`src/rtl/ysyx_25030093_pkg.sv`:
```
// Shared LSU definitions: FSM states, RV32I load/store funct3 codes and
// legality / alignment / byte-strobe helpers.
package ysyx_25030093_pkg;

    typedef enum logic [1:0] {
        ST_IDLE = 2'd0,
        ST_REQ  = 2'd1,
        ST_RESP = 2'd2,
        ST_DONE = 2'd3
    } lsu_state_e;

    localparam logic [2:0] F3_B  = 3'b000;
    localparam logic [2:0] F3_H  = 3'b001;
    localparam logic [2:0] F3_W  = 3'b010;
    localparam logic [2:0] F3_BU = 3'b100;
    localparam logic [2:0] F3_HU = 3'b101;

    // Unsigned variants exist only for loads.
    function automatic logic funct3_legal(input logic is_store, input logic [2:0] funct3);
        case (funct3)
            F3_B, F3_H, F3_W: return 1'b1;
            F3_BU, F3_HU:     return !is_store;
            default:          return 1'b0;
        endcase
    endfunction

    function automatic logic addr_misaligned(input logic [2:0] funct3, input logic [1:0] offset);
        case (funct3[1:0])
            2'b01:   return offset[0];
            2'b10:   return offset != 2'b00;
            default: return 1'b0;
        endcase
    endfunction

    function automatic logic [3:0] lane_strobe(input logic [2:0] funct3, input logic [1:0] offset);
        case (funct3[1:0])
            2'b00:   return 4'b0001 << offset;
            2'b01:   return 4'b0011 << offset;
            default: return 4'b1111;
        endcase
    endfunction

endpackage

```
`src/rtl/ysyx_25030093_lsu_align.sv`:
```
// Combinational lane logic: store data replication / strobes, access legality,
// and load byte/half extraction with sign or zero extension.
module ysyx_25030093_lsu_align
    import ysyx_25030093_pkg::*;
(
    input  logic        is_store,
    input  logic [2:0]  funct3,
    input  logic [1:0]  offset,
    input  logic [31:0] wdata,
    input  logic [31:0] rdata,
    output logic [31:0] lane_wdata,
    output logic [3:0]  lane_wstrb,
    output logic [31:0] load_data,
    output logic        access_fault
);

    logic [31:0] shifted;

    assign access_fault = !funct3_legal(is_store, funct3) || addr_misaligned(funct3, offset);
    assign lane_wstrb   = lane_strobe(funct3, offset);

    // Every lane carries a copy of the datum so the strobe alone picks the target bytes.
    genvar gi;
    generate
        for (gi = 0; gi < 4; gi++) begin : g_lane
            assign lane_wdata[gi*8 +: 8] = (funct3[1:0] == 2'b00) ? wdata[7:0] :
                                           (funct3[1:0] == 2'b01) ? wdata[(gi%2)*8 +: 8] :
                                                                    wdata[gi*8 +: 8];
        end
    endgenerate

    assign shifted = rdata >> {offset, 3'b000};

    always_comb begin
        case (funct3)
            F3_B:    load_data = {{24{shifted[7]}}, shifted[7:0]};
            F3_H:    load_data = {{16{shifted[15]}}, shifted[15:0]};
            F3_BU:   load_data = {24'd0, shifted[7:0]};
            F3_HU:   load_data = {16'd0, shifted[15:0]};
            default: load_data = shifted;
        endcase
    end

endmodule

```
`src/rtl/ysyx_25030093_lsu.sv`:
```
// Load/store unit: accepts one access at a time, runs a req/gnt/rvalid bus
// handshake with a wait-cycle timeout, and holds the result until out_ready.
module ysyx_25030093_lsu
    import ysyx_25030093_pkg::*;
#(
    parameter int TIMEOUT_CYCLES = 256
) (
    input  logic        clk,
    input  logic        rst,
    input  logic        in_valid,
    output logic        in_ready,
    input  logic        in_is_store,
    input  logic [2:0]  in_funct3,
    input  logic [31:0] in_addr,
    input  logic [31:0] in_wdata,
    input  logic [4:0]  in_rd,
    output logic        mem_req,
    output logic        mem_we,
    output logic [31:0] mem_addr,
    output logic [31:0] mem_wdata,
    output logic [3:0]  mem_wstrb,
    input  logic        mem_gnt,
    input  logic        mem_rvalid,
    input  logic [31:0] mem_rdata,
    input  logic        mem_err,
    output logic        out_valid,
    input  logic        out_ready,
    output logic [31:0] out_data,
    output logic [4:0]  out_rd,
    output logic        out_wen,
    output logic        out_fault
);

    localparam int CW = $clog2(TIMEOUT_CYCLES + 1);
    localparam logic [CW-1:0] CNT_MAX  = CW'(TIMEOUT_CYCLES);
    localparam logic [CW-1:0] CNT_LAST = CW'(TIMEOUT_CYCLES - 1);

    lsu_state_e    state_reg;
    logic          is_store_reg;
    logic [2:0]    funct3_reg;
    logic [1:0]    offset_reg;
    logic [4:0]    rd_reg;
    logic [CW-1:0] wait_cnt_reg;
    logic [CW-1:0] wait_cnt_next;

    logic          sel_is_store;
    logic [2:0]    sel_funct3;
    logic [1:0]    sel_offset;
    logic [31:0]   lane_wdata;
    logic [3:0]    lane_wstrb;
    logic [31:0]   load_data;
    logic          access_fault;
    logic          timeout;
    logic          resp_wen;
    logic [31:0]   resp_data;

    // In IDLE the aligner looks at the incoming request; afterwards at the latched one.
    assign sel_is_store = (state_reg == ST_IDLE) ? in_is_store   : is_store_reg;
    assign sel_funct3   = (state_reg == ST_IDLE) ? in_funct3     : funct3_reg;
    assign sel_offset   = (state_reg == ST_IDLE) ? in_addr[1:0]  : offset_reg;

    ysyx_25030093_lsu_align u_align (
        .is_store     (sel_is_store),
        .funct3       (sel_funct3),
        .offset       (sel_offset),
        .wdata        (in_wdata),
        .rdata        (mem_rdata),
        .lane_wdata   (lane_wdata),
        .lane_wstrb   (lane_wstrb),
        .load_data    (load_data),
        .access_fault (access_fault)
    );

    assign wait_cnt_next = (wait_cnt_reg == CNT_MAX) ? wait_cnt_reg : wait_cnt_reg + 1'b1;
    assign timeout       = (wait_cnt_reg >= CNT_LAST);
    assign resp_wen      = !is_store_reg && !mem_err && (rd_reg != 5'd0);
    assign resp_data     = (is_store_reg || mem_err) ? 32'd0 : load_data;

    always_ff @(posedge clk or posedge rst) begin
        if (rst) begin
            state_reg    <= ST_IDLE;
            is_store_reg <= 1'b0;
            funct3_reg   <= 3'd0;
            offset_reg   <= 2'd0;
            rd_reg       <= 5'd0;
            wait_cnt_reg <= '0;
            in_ready     <= 1'b1;
            mem_req      <= 1'b0;
            mem_we       <= 1'b0;
            mem_addr     <= 32'd0;
            mem_wdata    <= 32'd0;
            mem_wstrb    <= 4'd0;
            out_valid    <= 1'b0;
            out_data     <= 32'd0;
            out_rd       <= 5'd0;
            out_wen      <= 1'b0;
            out_fault    <= 1'b0;
        end else begin
            case (state_reg)
                ST_IDLE: begin
                    if (in_valid) begin
                        is_store_reg <= in_is_store;
                        funct3_reg   <= in_funct3;
                        offset_reg   <= in_addr[1:0];
                        rd_reg       <= in_rd;
                        wait_cnt_reg <= '0;
                        in_ready     <= 1'b0;
                        out_rd       <= in_rd;
                        if (access_fault) begin
                            state_reg <= ST_DONE;
                            out_valid <= 1'b1;
                            out_fault <= 1'b1;
                            out_wen   <= 1'b0;
                            out_data  <= 32'd0;
                        end else begin
                            state_reg <= ST_REQ;
                            mem_req   <= 1'b1;
                            mem_we    <= in_is_store;
                            mem_addr  <= {in_addr[31:2], 2'b00};
                            mem_wdata <= in_is_store ? lane_wdata : 32'd0;
                            mem_wstrb <= in_is_store ? lane_wstrb : 4'd0;
                        end
                    end
                end
                ST_REQ, ST_RESP: begin
                    wait_cnt_reg <= wait_cnt_next;
                    // A grant or response in the last allowed cycle wins over the timeout.
                    if (state_reg == ST_REQ && mem_gnt) begin
                        mem_req <= 1'b0;
                        if (mem_rvalid) begin
                            state_reg <= ST_DONE;
                            out_valid <= 1'b1;
                            out_fault <= mem_err;
                            out_wen   <= resp_wen;
                            out_data  <= resp_data;
                        end else begin
                            state_reg <= ST_RESP;
                        end
                    end else if (state_reg == ST_RESP && mem_rvalid) begin
                        state_reg <= ST_DONE;
                        out_valid <= 1'b1;
                        out_fault <= mem_err;
                        out_wen   <= resp_wen;
                        out_data  <= resp_data;
                    end else if (timeout) begin
                        state_reg <= ST_DONE;
                        mem_req   <= 1'b0;
                        out_valid <= 1'b1;
                        out_fault <= 1'b1;
                        out_wen   <= 1'b0;
                        out_data  <= 32'd0;
                    end
                end
                ST_DONE: begin
                    if (out_ready) begin
                        state_reg <= ST_IDLE;
                        out_valid <= 1'b0;
                        out_wen   <= 1'b0;
                        in_ready  <= 1'b1;
                    end
                end
                default: state_reg <= ST_IDLE;
            endcase
        end
    end

endmodule

```
`config.mk`:
```
export PLATFORM = sky130hd
export DESIGN_NAME = ysyx_25030093_lsu
export DESIGN_NICKNAME = d
export VERILOG_FILES = /design/src/rtl/ysyx_25030093_pkg.sv /design/src/rtl/ysyx_25030093_lsu_align.sv /design/src/rtl/ysyx_25030093_lsu.sv
export SDC_FILE = /design/constraint.sdc
export NUM_CORES = 1
export LEC_CHECK = 0
export CAP_MARGIN = 20
export CORE_MARGIN = 1.5
export CORE_UTILIZATION = 46
export CTS_CLUSTER_DIAMETER = 40
export CTS_CLUSTER_SIZE = 40
export DETAILED_ROUTE_END_ITERATION = 12
export GPL_TIMING_DRIVEN = 0
export PLACE_DENSITY = 0.81
export SLEW_MARGIN = 10
export SYNTH_ARGS = -nofsm -noshare
export SYNTH_HDL_FRONTEND = slang
export SYNTH_SLANG_ARGS = --single-unit
```
`constraint.sdc`:
```
create_clock -name clk -period 7 [get_ports clk]
set_clock_uncertainty 0.15 [all_clocks]
set_input_delay 2.1 -clock clk [delete_from_list [all_inputs] [get_ports clk]]
set_output_delay 2.1 -clock clk [all_outputs]
set_load 0.005 [all_outputs]
```
# Word-level counts from Yosys, hierarchy flattened

Index checks and enable logic that the tools add are counted.

Register bits after elaboration: 126
Latch bits: 0
RAM bits: 0
Memory bits (read-only): 0
Bits of input ports: 112
Output and inout port bits: 111
Logic and storage cells: 129
Memories kept: 0

$add $sub $neg: 1
Multiply operators: 0
Div/mod/pow operators: 0
Order comparisons: 1
Equality and inequality tests: 19
Shift-type cells: 3
Multiplexer cells: 60
Bitwise operators: 1
Reduce and logical (&&, ||, !) cells: 28

Operator list:

| cell                                                | number |
|---|---|
| two-way mux 32 bit                                  | 8 |
| one-hot mux 32 bit (4 select lines)                 | 1 |
| one-hot mux 32 bit (2 select lines)                 | 1 |
| two-way mux 8 bit                                   | 5 |
| right shift 32 x 5 -> 32 bit                        | 1 |
| two-way mux 1 bit                                   | 24 |
| two-way mux 9 bit                                   | 2 |
| one-hot mux 9 bit (2 select lines)                  | 1 |
| AND reduction 5 bit                                 | 3 |
| two-way mux 2 bit                                   | 7 |
| AND reduction 3 bit                                 | 4 |
| != test 2 bit, second input constant                | 5 |
| one-hot mux 1 bit (2 select lines)                  | 5 |
| adder 9 x 1 -> 9 bit, second input constant         | 1 |
| == test 9 bit, second input constant                | 1 |
| >= comparator 9 x 8 -> 1 bit, second input constant | 1 |
| != test 3 bit, second input constant                | 3 |
| one-hot mux 4 bit (2 select lines)                  | 1 |
| == test 2 bit, second input constant                | 3 |
| == test 3 bit, second input constant                | 2 |
| one-hot mux 1 bit (3 select lines)                  | 2 |
| one-hot mux 2 bit (3 select lines)                  | 1 |
| nonzero test 2 bit                                  | 3 |
| nonzero test 5 bit                                  | 1 |
| other kinds (17)                                    | 27 |

# Logic depth before layout (Yosys ltp)

Depth after elaboration: 10
Gate-level depth with buffers: 15
Gate-level depth less buffers: 10

# By module

A second synthesis with hierarchy kept.

Cells, all modules: 698
Area total of the unflattened synthesis: 6925.4 um^2

Modules (own cells, without submodules):

| module                  | instances | cells an instance | area an instance (um^2) | seq. area each (um^2) |
|---|---|---|---|---|
| ysyx_25030093_lsu       | 1         | 508               | 5582.9                  | 3154.3 |
| ysyx_25030093_lsu_align | 1         | 190               | 1342.5                  | 0.0 |

# Least setup slack after synthesis

OpenSTA, ideal clock, no wires.

Path kind: input to register
Start: input in_funct3[1]
End: register mem_addr[2]
Data arrival time: 4.300 ns
Data required time: 6.725 ns
Slack: 2.426 ns
Stages on the path: 10
Cells stage by stage: mux2i_1 -> clkbuf_1 -> ha_1 -> clkbuf_1 -> nor2_1 -> o22ai_1 -> o311ai_2 -> buf_2 -> buf_4 -> mux2_2

Longest elaborated chain between the ends: 8
Elaborated cells between the ends (all ways): 16

Ends and longest elaborated chain:

| element                                                  | line                          | RTL |
|---|---|---|
| start: declaration                                       | ysyx_25030093_lsu.sv:13       | `input logic [2:0] in_funct3,` |
| two-way mux 3 bit (*)                                    | ysyx_25030093_lsu.sv:59       | `assign sel_funct3 = (state_reg == ST_IDLE) ? in_funct3 : funct3_reg;` |
| == test 3 x 2 -> 1 bit (tied with other cells)           | ysyx_25030093_pkg.sv:20       | `case (funct3)` |
| OR reduction 3 bit or OR reduction 2 bit (tied branches) | ysyx_25030093_pkg.sv:20       |  |
| one-hot mux 1 bit (2 select lines)                       | ysyx_25030093_pkg.sv:20       |  |
| zero test 1 bit                                          | ysyx_25030093_lsu_align.sv:19 | `assign access_fault = !funct3_legal(is_store, funct3) \|\| addr_misaligned(funct3, offset);` |
| logical OR 1 bit (*)                                     | ysyx_25030093_lsu_align.sv:19 |  |
| NOT 1 bit (no source line) (*)                           | --                            |  |
| AND reduction 3 bit (no source line) (*)                 | --                            |  |
| end signal: assignment                                   | ysyx_25030093_lsu.sv:119      | `mem_addr <= {in_addr[31:2], 2'b00};` |
| end: declaration                                         | ysyx_25030093_lsu.sv:19       | `output logic [31:0] mem_addr,` |

Mark *: on every way between the ends. The rest lies on a longest branch, timed or not.
A chain may end at the register's enable or synchronous reset.

# Worst setup path after layout

Start: input in_funct3[1]
End: register mem_addr[5]

The elaborated chain is that of the path after synthesis.

==> impl_metrics.toml <==
[finish]
seqCellArea_um2 = 3150
syn_to_final_growth_pct = 47.6
antenna_cells = 0
post_layout_nonfiller_instances = 1066
final_core_util_pct = 69.1
top_regs = "mem_wdata: 32 flops, out_data: 32 flops, mem_addr: 30 flops"
post-route-cell-area_um2 = 9550
nFillCells = 1049
multi_input_area_um2 = 3000
drive_above_1_share_pct = 13.1
nets = 996

[place]
io_buffers = 220
place.gp.congestion = 0.883
dp.cells = 1034
dp_slack_ns = 1.18
place_area_um2 = 8930
dp_hpwl_mm = 13.8

[die]
start_util_pct = 46.8
num_rows = 43
die_y_um = 122
num_io_pins = 223
dieArea_um2 = 14800
dieWidth_um = 122
core_um2 = 13800

[global_routing]
grt_pass1_wl_mm = 29.8
track_usage_pct = 26.2
antenna_found_initial = 0
grt-ovfl-total = 0
grt_max_degree = 83
grt_pass1_vias = 5731

[status]
status = "finished, final reports clean"

[sta]
hold_viol = 0
finalCritPeriodShare_pct = 77.0
whs_ns = 0.331
fmax_mhz = 186
finalCriticalPeriod_ns = 5.39
finalSetupViolations = 0
setup_ws_ns = 1.61
finalMaxSlewViolations = 0
rsz0062_at_grt = "false"
setup_tns_ns = 0
slew-limit-headroom_pct = 46.3
worst_slew_pin_slew_ns = 0.802

[synthesis]
synth_edf_count = 0
ys_ff_latch = 126
syn_area_um2 = 6470
postSynth.asyncResetShare_pct = 100
synthCells = 632
syn-mean-instance-area_um2 = 10.2
synth_top_area_share_pct = 48.4
synth_area_leader_cell = "dfrtp_1"
synthTopCellsByCount = "nand2_1 (132), dfrtp_1 (125), o21ai_0 (73)"
synth_flop_cell = "dfrtp_1"
synth-seq-area-share_pct = 48.8
yosysWarnings = 0
synthTopCellsByArea = "dfrtp_1 (48%), mux2_2 (9.4%), nand2_1 (7.7%)"
synth_cell_types = 50
synth.most_common_cell = "nand2_1"

[route]
viasPerCell = 5.50
dr.pass1.iters = 4
drt_drc_violations_left = 0
drt_iter0_markers = 456
ant_nets = 0
totalWireLength_mm = 18.8
vias = 5867
wl_per_cell_um = 17.6

[worst_setup_path]
worstPathArrival_ns = 5.55
crit_slowest_cell = "nor2_1"
path_max_fanout = 11
criticalPathCategory = "input pin to flop"
cp_common_cell = "clkbuf_1"
cp.depth = 11
end_kind = "flop"
required_ns = 7.16
crit_family = "buffers and inverters"
max_stage_delay_ns = 0.66
crit_chain = "clkdlybuf4s50_1 > mux2i_1 > clkbuf_1 > ha_1 > clkbuf_1 > nor2_1 > o22ai_1 > o311ai_2 > buf_2 > buf_4 > mux2_2"
path_buf_inv = 5
ff2ff_path_depth = 13
start_kind = "input pin"

[clock_network]
cts_buffers = 17
tritoncts_num_sinks = 126
path_clk_slew_ns = 0.06
clk_path_buf_depth = 2
htree_levels = 4
post_cts_buffers = 0
cts-resized-gates = 0
hold_buffers = 0
clk_latency_ns = 0.42
tritoncts = "done"
clockRootBuffer = "clkbuf_16"

[power_and_ir_drop]
power_mw = 4.37
ir_worst_vdd_v = 0.000235
cellPowerDensity_nw_per_um2 = 458
total_leakage_power_nw = 4.15

[flow_run]
drv_cap = 0

[worst_hold_path]
hp-class = "flop to flop"
whs_path_depth = 2
## layout by cell type (no fill, tap or decap), types with 3 or more instances in the layout
| cell type | n |
|---|---|
| buf_6 | 3 |
| bufinv_16 | 3 |
| mux2i_1 | 30 |
| a21oi_1 | 9 |
| dfrtp_1 | 125 |
| mux2i_4 | 3 |
| clkbuf_1 | 29 |
| nor2_1 | 8 |
| buf_2 | 11 |
| a22o_1 | 14 |
| nand2b_1 | 4 |
| inv_1 | 23 |
| clkinvlp_4 | 5 |
| nor3_1 | 7 |
| o2bb2ai_1 | 7 |
| buf_4 | 3 |
| clkbuf_16 | 17 |
| ha_1 | 11 |
| clkdlybuf4s50_1 | 220 |
| a32o_1 | 31 |
| o21ai_0 | 73 |
| nand3_1 | 13 |
| a21o_1 | 5 |
| nand2_1 | 132 |
| mux2_2 | 54 |
## path summary, 6_finish.rpt
path	start	to	slack [ns]
min in group asynchronous	rst	mem_req	1.92
max in group asynchronous	rst	out_data[24]	4.01
worst max register to register	state_reg[0]	mem_addr[5]	2.68
worst max-delay path	in_funct3[1]	mem_addr[5]	1.61
worst min register to register	mem_wdata[7]	mem_wdata[7]	0.33
worst min-delay path	mem_wdata[7]	mem_wdata[7]	0.33
## layout make-up
class	instances	share of cell area, %
clock inverters	13	1.72
plain buffers	47	2.35
multi-input cells	436	31.5
clock buffers	19	4.74
inverters	24	0.996
repair buffers	221	23.4
flip-flops and latches	126	33.0
well taps	180	2.36
## routing by layer
layer | routed length (µm) | GRT usage [%] | share of wire, %
met5 | 0 | 0 | 0
met4 | 662 | 11.5 | 3.5
met3 | 1570 | 8.15 | 8.3
met2 | 8730 | 40.9 | 46
met1 | 7850 | 33.7 | 42
## logic make-up after synthesis
| kind of cell | count (synthesis) | share of synthesized area (%) |
|---|---|---|
| and+or+nand+nor | 176 | 11.6 |
| muxes | 90 | 15.7 |
| adders and majority gates | 11 | 2.13 |
| buffers and inverters | 71 | 4.86 |
| AOI/OAI and AO/OA | 157 | 16.9 |
| DFF | 126 | 48.8 |
| other | 1 | 0.0580 |
## worst min-delay path, stage by stage, from the launching register on
cell and delay, ns:
dfrtp_1 0.34, nand2_1 0.04, o21ai_0 0.06
## power breakdown
group / switching, mW / internal (mW) / total [mW]
Sequential: 0.176 / 1.03 / 1.20
Combinational: 1.12 / 1.13 / 2.25
Clock: 0.343 / 0.579 / 0.921
Power figures use the tool's default switching activity.
